<file path="src/rtl/stored_byte_reader_pkg.sv">
// Shared definitions for the stored-byte read path: controller state encoding
// and the default bank geometry also used by the storage bank itself.
package stored_byte_reader_pkg;

  localparam int DEF_NUM_SLOTS  = 4;
  localparam int DEF_ADDR_WIDTH = 2;
  localparam int DEF_DATA_WIDTH = 8;

  typedef enum logic [2:0] {
    ST_IDLE    = 3'd0,
    ST_FETCH   = 3'd1,
    ST_CAPTURE = 3'd2,
    ST_PRESENT = 3'd3,
    ST_FINISH  = 3'd4
  } state_e;

  function automatic logic state_is_busy(input state_e s);
    return (s != ST_IDLE);
  endfunction

endpackage

</file>
<file path="src/rtl/stored_byte_reader_slot_counter.sv">
// Slot index for one scan pass: cleared at pass start/end, stepped after each
// accepted byte, and never advanced past the last slot.
module stored_byte_reader_slot_counter
  import stored_byte_reader_pkg::*;
#(
  parameter int NUM_SLOTS  = DEF_NUM_SLOTS,
  parameter int ADDR_WIDTH = DEF_ADDR_WIDTH
) (
  input  logic                  clock,
  input  logic                  resetn,
  input  logic                  clear_i,
  input  logic                  inc_i,
  output logic [ADDR_WIDTH-1:0] count_o,
  output logic                  last_o
);

  localparam logic [ADDR_WIDTH-1:0] LAST_IDX = ADDR_WIDTH'(NUM_SLOTS - 1);

  logic [ADDR_WIDTH-1:0] count_q;
  logic [ADDR_WIDTH-1:0] count_d;

  always_ff @(posedge clock or negedge resetn) begin
    if (!resetn) begin
      count_q <= '0;
    end else begin
      count_q <= count_d;
    end
  end

  // Saturating at the last slot keeps a stray increment from wrapping mid-pass.
  always_comb begin
    count_d = count_q;
    if (clear_i) begin
      count_d = '0;
    end else if (inc_i && !last_o) begin
      count_d = count_q + 1'b1;
    end
  end

  assign count_o = count_q;
  assign last_o  = (count_q == LAST_IDX);

endmodule

</file>
<file path="src/rtl/stored_byte_reader.sv">
// Walks the storage bank slot by slot and hands each stored byte downstream
// over a valid/ready handshake, pulsing done once per completed pass.
module stored_byte_reader
  import stored_byte_reader_pkg::*;
#(
  parameter int NUM_SLOTS  = DEF_NUM_SLOTS,
  parameter int ADDR_WIDTH = DEF_ADDR_WIDTH,
  parameter int DATA_WIDTH = DEF_DATA_WIDTH
) (
  input  logic                  clock,
  input  logic                  resetn,
  input  logic                  start,
  output logic [ADDR_WIDTH-1:0] rd_addr,
  output logic                  rd_en,
  input  logic [DATA_WIDTH-1:0] rd_data,
  output logic [DATA_WIDTH-1:0] out_data,
  output logic [ADDR_WIDTH-1:0] out_slot,
  output logic                  out_valid,
  input  logic                  out_ready,
  output logic                  busy,
  output logic                  done
);

  state_e                state_q;
  state_e                state_d;
  logic [ADDR_WIDTH-1:0] rd_addr_q;
  logic [ADDR_WIDTH-1:0] rd_addr_d;
  logic [DATA_WIDTH-1:0] out_data_q;
  logic [DATA_WIDTH-1:0] out_data_d;
  logic [ADDR_WIDTH-1:0] out_slot_q;
  logic [ADDR_WIDTH-1:0] out_slot_d;

  logic                  slot_clear;
  logic                  slot_inc;
  logic [ADDR_WIDTH-1:0] slot_count;
  logic                  slot_last;

  stored_byte_reader_slot_counter #(
    .NUM_SLOTS  (NUM_SLOTS),
    .ADDR_WIDTH (ADDR_WIDTH)
  ) u_slot_counter (
    .clock   (clock),
    .resetn  (resetn),
    .clear_i (slot_clear),
    .inc_i   (slot_inc),
    .count_o (slot_count),
    .last_o  (slot_last)
  );

  always_ff @(posedge clock or negedge resetn) begin
    if (!resetn) begin
      state_q    <= ST_IDLE;
      rd_addr_q  <= '0;
      out_data_q <= '0;
      out_slot_q <= '0;
    end else begin
      state_q    <= state_d;
      rd_addr_q  <= rd_addr_d;
      out_data_q <= out_data_d;
      out_slot_q <= out_slot_d;
    end
  end

  always_comb begin
    state_d    = state_q;
    slot_clear = 1'b0;
    slot_inc   = 1'b0;
    rd_addr_d  = rd_addr_q;
    out_data_d = out_data_q;
    out_slot_d = out_slot_q;
    unique case (state_q)
      ST_IDLE: begin
        if (start) begin
          slot_clear = 1'b1;
          state_d    = ST_FETCH;
        end
      end
      ST_FETCH: begin
        rd_addr_d = slot_count;
        state_d   = ST_CAPTURE;
      end
      // The bank answers one cycle after rd_en, so the byte is taken here only.
      ST_CAPTURE: begin
        out_data_d = rd_data;
        out_slot_d = slot_count;
        state_d    = ST_PRESENT;
      end
      ST_PRESENT: begin
        if (out_ready) begin
          if (slot_last) begin
            state_d = ST_FINISH;
          end else begin
            slot_inc = 1'b1;
            state_d  = ST_FETCH;
          end
        end
      end
      ST_FINISH: begin
        slot_clear = 1'b1;
        state_d    = ST_IDLE;
      end
      default: begin
        state_d = ST_IDLE;
      end
    endcase
  end

  // Strobes decode straight from the state register so an async reset clears
  // them at once; rd_addr shows the live slot in FETCH and holds otherwise.
  assign rd_addr   = rd_addr_d;
  assign rd_en     = (state_q == ST_FETCH);
  assign out_valid = (state_q == ST_PRESENT);
  assign done      = (state_q == ST_FINISH);
  assign busy      = state_is_busy(state_q);
  assign out_data  = out_data_q;
  assign out_slot  = out_slot_q;

endmodule

</file>
<file path="config.mk">
export PLATFORM = sky130hd
export DESIGN_NAME = stored_byte_reader
export DESIGN_NICKNAME = d
export VERILOG_FILES = /design/src/rtl/stored_byte_reader_pkg.sv /design/src/rtl/stored_byte_reader_slot_counter.sv /design/src/rtl/stored_byte_reader.sv
export SDC_FILE = /design/constraint.sdc
export NUM_CORES = 1
export LEC_CHECK = 0
export BUFFER_PORTS_ARGS = -buffer_cell sky130_fd_sc_hd__buf_2
export CORE_UTILIZATION = 47
export CTS_CLUSTER_SIZE = 14
export DETAILED_ROUTE_END_ITERATION = 10
export GPL_TIMING_DRIVEN = 1
export PLACE_DENSITY = 0.85
export SYNTH_ARGS = -nofsm -noshare
export SYNTH_HDL_FRONTEND = slang
export SYNTH_SLANG_ARGS = --single-unit
</file>
<file path="constraint.sdc">
create_clock -name clock -period 1.45 [get_ports clock]
set_input_delay 0.29 -clock clock [delete_from_list [all_inputs] [get_ports clock]]
set_output_delay 0.29 -clock clock [all_outputs]
set_load 0.005 [all_outputs]
</file>
# Yosys cells after proc, flatten, opt, wreduce, memory -nomap -nowiden
# Index checks and enable logic that the tools add are counted.
# totals
register_bits	17
in_bits	12
out_inout_bits	16
elab_cells	31
# classes
n_addsub	1
n_eq_ne	7
muxes	12
reduce_logical	6
# op_table
op	n
case mux 3 bit (4 select lines)	1
two-way mux 3 bit	3
== test 3 x 2 -> 1 bit (second input constant)	2
two-way mux 2 bit	3
two-way mux 1 bit	4
== test 3 x 1 -> 1 bit (second input constant)	1
== test 3 bit (second input constant)	1
logical NOT 3 bit	1
nonzero test 3 bit	1
adder 2 x 1 -> 2 bit (second input constant)	1
== test 2 bit (second input constant)	1
inequality test 2 x 1 -> 1 bit (second input constant)	1
inequality test 2 bit (second input constant)	1
case mux 1 bit (2 select lines)	1
AND reduction 2 bit	1
nonzero test 2 bit	1
logical AND 1 bit	1
logical NOT 1 bit	1

# Longest topological paths before layout
# Gate-level depths: netlist of the first run.
# depth
depth_word	7
depth_mapped	4
depth_no_buf	4

# By module
# A second synthesis of the first run with hierarchy kept.
# unflattened
hier_cells	52
area_unflattened_um2	793.3
# by_module_without_submodules
module	n_inst	cells_per_inst	area_each_um2	seq_area_each_um2
stored_byte_reader	1	42	669.4	375.4
stored_byte_reader_slot_counter	1	10	123.9	50.0

# Worst setup path before layout of the first run
# OpenSTA, ideal clock, no wires.
# synth_timing
kind	flip-flop to output port
from	reg state_q[1]
to	out rd_addr[0]
t_arrival_ps	1064
required_ps	1160
path_slack_ps	96
stages_incl_launch_ff	4
path_buffers	1
cell_sequence	dfrtp_1 > buf_6 > nor3b_4 > mux2_2
# synth_between
elab_chain_cells	2
# synth_lines
element	line_no	text
start: declaration	stored_byte_reader.sv:24	state_e state_q;
start signal: assignment	stored_byte_reader.sv:57	state_q <= state_d;
== test 3 x 1 -> 1 bit	-	
net rd_en	stored_byte_reader.sv:14	output logic rd_en,
two-way mux 2 bit	stored_byte_reader.sv:71	unique case (state_q)
end: declaration	stored_byte_reader.sv:13	output logic [ADDR_WIDTH-1:0] rd_addr,
# The timed path passes the listed nets, and every way through them passes these cells.

# Worst setup path after layout of the first run
# layout_timing
from	reg state_q[1]
to	out rd_addr[0]
# layout_between
elab_chain_cells	2
# layout_lines
element	line_no
== test 3 x 1 -> 1 bit	stored_byte_reader.sv:71
two-way mux 2 bit	stored_byte_reader.sv:71
# No other way between the ends.

==> impl_metrics.py, run 1 <==
metrics = {
    "logic_synthesis": {
        "ys_top_cells_by_area": "dfrtp_1, mux2_4, buf_6",
        "synthFlopType": "dfrtp_1",
        "synth-edff-count": 0,
        "synthTopCellsByCount": "dfrtp_1, mux2_4, nor2_1, inv_1",
        "syn_area_per_cell_um2": 14.2,
        "synth_top_area_share_pct": 54.4,
        "syn_inst": 55,
        "syn-cell-area_um2": 782,
        "synth_seq_cells": 17,
        "synthArstFlopShare_pct": 100,
        "synth_top_area_cell": "dfrtp_1",
        "yosys_warnings": 0,
        "synth_cell_types": 19,
        "synth_fp_nets": 68,
        "synth.most_common_cell": "dfrtp_1",
        "ys_seq_area_share_pct": 54.4,
    },
    "pwr": {
        "finalPower_uw": 2360,
        "p_leak_uw": 0.000530,
        "powerDensity_nw_per_um2": 2240,
        "ir_worst_vdd_mv": 1.18,
    },
    "finish": {
        "diodes": 0,
        "fillers": 112,
        "fin_cells": 108,
        "fin_area_um2": 1050,
        "layout-drive-gt1-share_pct": 62.0,
        "area_growth_pct": 34.9,
        "final_util_pct": 69.2,
        "nets": 106,
    },
    "place": {
        "placed_cell_area_um2": 957,
        "dp_hpwl_um": 1010,
        "place_congestion": 0.648,
        "port_buffers": 27,
        "dp_cells": 100,
    },
    "critical_path": {
        "required_ps": 1160,
        "max_stage_delay_ps": 420,
        "cp_max_fo": 3,
        "cp-startpoint": "state_q[1]$_DFFE_PN0P_",
        "r2r-start": "state_q[2]$_DFFE_PN0P_",
        "slowest_stage": "dfrtp_1",
        "reg2reg_to": "out_data[2]$_DFFE_PN0P_",
        "r2r_cells": 4,
        "end_kind": "primary output",
        "path_class": "reg -> out",
        "start_kind": "flip-flop",
        "critPathArrivalTime_ps": 1440,
        "path_cells": "nor3b_4, mux2_4, buf_6",
        "reg2reg_slack_ps": 50,
    },
    "global_route": {
        "grt_max_degree": 18,
        "overflow": 0,
        "grtUsageTotal_pct": 17.1,
        "grt_pass1_wl_um": 2340,
        "grt_antenna_before_repair": 0,
        "grt_pass1_vias": 574,
    },
    "clocking": {
        "numCtsBuffers": 3,
        "root_buffer": "clkbuf_4",
        "htreeDepth": 1,
        "clkLatencyLatePin_ps": 280,
        "cts_tree": "yes",
        "clock_sinks": 17,
        "cts.reportedPaths.clkPinSlew_ps": 100,
        "cts_max_path_buffers": 2,
    },
    "sta": {
        "fmax_mhz": 578,
        "fin_crit_ps": 1730,
        "fin_crit_sh_pct": 119,
        "rsz0062_at_grt": "yes",
        "hold_viol_final": 0,
        "relSlewSlack_pct": 76.2,
        "finalSetupViolCount": 6,
        "setup_slack_ps": -281,
        "skew_ps": 6.01,
        "hold_ws_ps": 235,
        "worst_pin_slew_ps": 356,
        "drv_slew": 0,
    },
    "floorplanning": {
        "die_h_um": 42.8,
        "rows": 14,
        "dieArea_um2": 1830,
        "initial_core_util_pct": 51.3,
        "ioPinCount": 28,
        "die_w_um": 42.8,
        "coreArea_um2": 1520,
    },
    "job": {
        "maxCapViolations": 0,
    },
    "hold_path": {
        "holdCritPathClass": "in -> reg",
        "whs_path_depth": 2,
        "min_to": "out_data[5]$_DFFE_PN0P_",
        "hp-start": "rd_data[5]",
    },
    "routing": {
        "wl_per_cell_um": 12.8,
        "via_per_inst": 5.07,
        "antenna_left": 0,
        "vias": 548,
        "drtIter0Drc": 2,
        "drc": 0,
        "drt_first_pass_iters": 2,
        "finalWirelength_um": 1380,
    },
    "run_status": {
        "outcome": "finished with violations",
        "violations": "negative setup slack",
    },
}
-- logic make-up (layout without fill, tap and decap cells) --
kind of cell,Yosys count,count (layout),share of synthesized area [%]
DFF,17,17,54.4
and+or+nand+nor,15,15,12.6
muxes,14,14,24.6
buffers and inverters,5,42,4.32
AOI/OAI and AO/OA,3,3,2.40
adders and majority gates,1,1,1.60
-- worst max-delay path by stage --
stage / endpoint / slack, ps / cells past startpoint
2_1_floorplan: rd_addr[0] / 100 / 3
3_3_place_gp: rd_addr[0] / 8 / 3
3_5_place_dp: rd_addr[0] / -10 / 3
4_1_cts: rd_addr[0] / -300 / 3
5_1_grt: rd_addr[0] / -350 / 3
6_report: rd_addr[0] / -280 / 3
-- state kept, by name, summed over array words and instances (netlist names) --
signal,flops
u_slot_counter.count_o,2
out_slot,2
rd_addr_q,2
state_q,3
out_data,8
-- power by group --
part           leakage (µW)  switching, µW  internal [µW]
logic              0.000310            449            828
registers          0.000202            137            706
clock network     0.0000177            139            102
total              0.000530            725           1640
-- worst max-delay path, delay by kind of cell (launching register included) --
| family | cells | cell delay [ps] |
|---|---|---|
| simple gates | 1 | 280 |
| buf+inv | 1 | 120 |
| mux | 1 | 340 |
| flops | 1 | 420 |
-- what timing repair did --
item | CTS | global route
setup endpoints to repair | 5 | 18
hold buffers | 1 | 0
hold endpoints to repair | 17 | 0
buffers inserted | 3 | 0
cloned | 0 | 0
resized for setup | 6 | 4
pin swaps | 1 | 0
-- final cells by class --
type | instances | area, µm² | area share, %
sequential | 17 | 425 | 40.3
tap | 16 | 20.0 | 1.90
timing repair buffer | 35 | 229 | 21.7
clock inverter | 1 | 5.00 | 0.474
multi-input combinational | 33 | 342 | 32.4
clock buffer | 3 | 22.5 | 2.14
inverter | 3 | 11.3 | 1.07
-- routing by layer --
layer	track usage (%)	part of all wire, %	vias to the layer above
li1	-	-	265
met1	19.5	44	261
met2	30.9	51	22
met3	4.26	5.7	0
met4	5.63	0	0
met5	0	0	-
-- per-stage QoR --
step                      TNS [ps]  setup slack (ps)
after global placement           0              7.65
after floorplan                  0              95.6
after global routing         -1740              -351
after detailed placement     -28.9             -14.6
after CTS                    -1360              -298
final                        -1180              -281
-- layout by cell type (no fill, tap or decap) --
| cell | count |
|---|---|
| and3_1 | 1 |
| mux2_4 | 12 |
| or3_2 | 1 |
| dfrtp_1 | 17 |
| nand2_1 | 1 |
| clkinv_2 | 1 |
| nor2_2 | 1 |
| and3_2 | 1 |
| buf_2 | 24 |
| o21ai_0 | 2 |
| nor3b_4 | 2 |
| or2_4 | 1 |
| inv_1 | 2 |
| mux2i_1 | 2 |
| nand3_1 | 1 |
| buf_12 | 1 |
| nor2_1 | 5 |
| inv_2 | 1 |
| buf_6 | 3 |
| ha_1 | 1 |
| nand4b_1 | 1 |
| dlygate4sd3_1 | 1 |
| a2bb2oi_1 | 1 |
| buf_4 | 6 |
| clkbuf_4 | 3 |
No activity file was read; power rests on OpenSTA's default activity.
==> run 2: changes to the inputs <==
--- a/config.mk
+++ b/config.mk
@@ -14,3 +14,4 @@
 export SYNTH_ARGS = -nofsm -noshare
 export SYNTH_HDL_FRONTEND = slang
 export SYNTH_SLANG_ARGS = --single-unit
+export TNS_END_PERCENT = 5
==> run 2 against run 1 <==
- the run still ends with negative setup slack left
- first-iteration DRC count is the same
- clock-buffer cell count is the same
- fmax is essentially flat
- hold slack is essentially flat
- sequential power is essentially flat
- non-clock buffer count shrank 1
- die area is the same
- register-to-register slack is essentially flat
- cell count shrank 0.93%
- critical endpoint unchanged
- largest power group unchanged
==> impl_metrics.py, run 2 (same netlist as run 1, synthesis figures left out) <==
metrics = {
    "routing": {
        "antenna_left": 0,
        "wl_per_cell_um": 12.7,
        "finalWirelength_um": 1360,
        "drc": 0,
        "vias": 546,
        "drtIter0Drc": 2,
        "drt_first_pass_iters": 2,
        "via_per_inst": 5.10,
    },
    "pwr": {
        "p_leak_uw": 0.000525,
        "internal_power_uw": 1610,
        "powerDensity_nw_per_um2": 2230,
        "power_frac_clock_pct": 10.4,
        "finalPower_uw": 2330,
        "combPwrFrac_pct": 53.2,
        "switchingPower_uw": 714,
        "p_sw_share_pct": 30.7,
        "ir_worst_vdd_mv": 1.18,
        "sequentialPowerShare_pct": 36.4,
    },
    "global_route": {
        "grt_pass1_vias": 573,
        "grtUsageTotal_pct": 17.2,
        "grt_antenna_before_repair": 0,
        "grt_pass1_wl_um": 2350,
        "overflow": 0,
        "grt_max_degree": 18,
    },
    "finish": {
        "area_growth_pct": 33.1,
        "largest_reg_flops": 8,
        "diodes": 0,
        "fin_cells": 107,
        "fin_area_um2": 1040,
        "nets": 105,
        "layout-drive-gt1-share_pct": 61.5,
        "layout_common_cells": "buf_2, dfrtp_1, mux2_4",
        "mostFrequentLayoutCell": "buf_2",
        "final_util_pct": 68.3,
    },
    "sta": {
        "hold_viol_final": 0,
        "relSlewSlack_pct": 76.5,
        "fmax_mhz": 577,
        "setup_slack_ps": -282,
        "fin_crit_ps": 1730,
        "skew_ps": 5.79,
        "drv_slew": 0,
        "finalSetupViolCount": 6,
        "rsz0062_at_grt": "yes",
        "fin_crit_sh_pct": 119,
        "worst_pin_slew_ps": 353,
    },
    "clocking": {
        "numCtsBuffers": 3,
        "htreeDepth": 1,
        "cts_tree": "yes",
        "root_buffer": "clkbuf_4",
        "cts_max_path_buffers": 2,
        "clock_sinks": 17,
        "cts.reportedPaths.clkPinSlew_ps": 100,
        "clkLatencyLatePin_ps": 280,
    },
    "floorplanning": {
        "die_w_um": 42.8,
        "initial_core_util_pct": 51.3,
        "ioPinCount": 28,
        "coreArea_um2": 1520,
        "rows": 14,
        "die_h_um": 42.8,
        "dieArea_um2": 1830,
    },
    "critical_path": {
        "end_kind": "primary output",
        "r2r_cells": 4,
        "critPathArrivalTime_ps": 1440,
        "start_kind": "flip-flop",
        "required_ps": 1160,
        "cp_max_fo": 3,
        "path_class": "reg -> out",
    },
    "place": {
        "place_congestion": 0.648,
        "dp_cells": 100,
        "placed_cell_area_um2": 957,
        "port_buffers": 27,
        "dp_hpwl_um": 1010,
    },
    "job": {
        "maxCapViolations": 0,
    },
    "run_status": {
        "outcome": "finished with violations",
        "violations": "negative setup slack",
    },
    "hold_path": {
        "whs_path_depth": 2,
        "holdCritPathClass": "in -> reg",
    },
}
run 2: power by group through the flow:
stage	registers [µW]	clock network, µW	logic [µW]
final	846	241	1240
after global routing	877	275	1350
after CTS	849	253	1250
after detailed placement	859	0	1100
after global placement	841	0	1070
after floorplan	858	0	715
run 2: layer usage:
layer / up-vias / part of all wire, % / global-route usage (%)
met2: 22 / 50 / 30.9
met1: 261 / 44 / 19.8
met4: 0 / 0 / 5.63
met3: 0 / 5.7 / 4.26
met5: - / 0 / 0
li1: 263 / - / -
run 2: path summary, 6_finish.rpt:
| path | from | to | slack [ps] |
|---|---|---|---|
| setup / recovery | state_q[1]$_DFFE_PN0P_ | rd_addr[0] | -280 |
| hold / removal | rd_data[5] | out_data[5]$_DFFE_PN0P_ | 240 |
| setup reg to reg | state_q[2]$_DFFE_PN0P_ | out_data[2]$_DFFE_PN0P_ | 40 |
| hold reg to reg | rd_addr_q[1]$_DFF_PN0_ | rd_addr_q[1]$_DFF_PN0_ | 510 |
| max in group asynchronous | resetn | rd_addr_q[1]$_DFF_PN0_ | 720 |
| min in group asynchronous | resetn | out_data[3]$_DFFE_PN0P_ | 470 |
run 2: critical path, cell delays in order (launching register included):
cell	delay (ps)
dfrtp_1	420
nor3b_4	280
mux2_4	340
buf_6	120
run 2: metrics by stage:
step	hold WS (ps)	worst slack, ps	TNS [ps]
floorplan	-5.59	95.6	0
global placement	214	7.65	0
detailed placement	220	-14.6	-28.9
CTS	223	-298	-1290
global route	219	-351	-1830
finish	236	-282	-1180
run 2: repair_timing:
| action | in CTS | in global routing |
|---|---|---|
| pin swaps | 1 | 0 |
| hold buffers | 1 | 0 |
| endpoints found under the setup margin | 5 | 18 |
| endpoints found under the hold margin | 17 | 0 |
| gates resized for setup | 7 | 2 |
| buffers inserted | 2 | 0 |
run 2: area by class of cell:
cell class,instances,area [µm²]
clock buffer,3,22.5
multi-input combinational,33,335
timing repair buffer,34,221
sequential,17,425
fill,115,483
tap,16,20.0
clock inverter,1,5.00
inverter,3,11.3
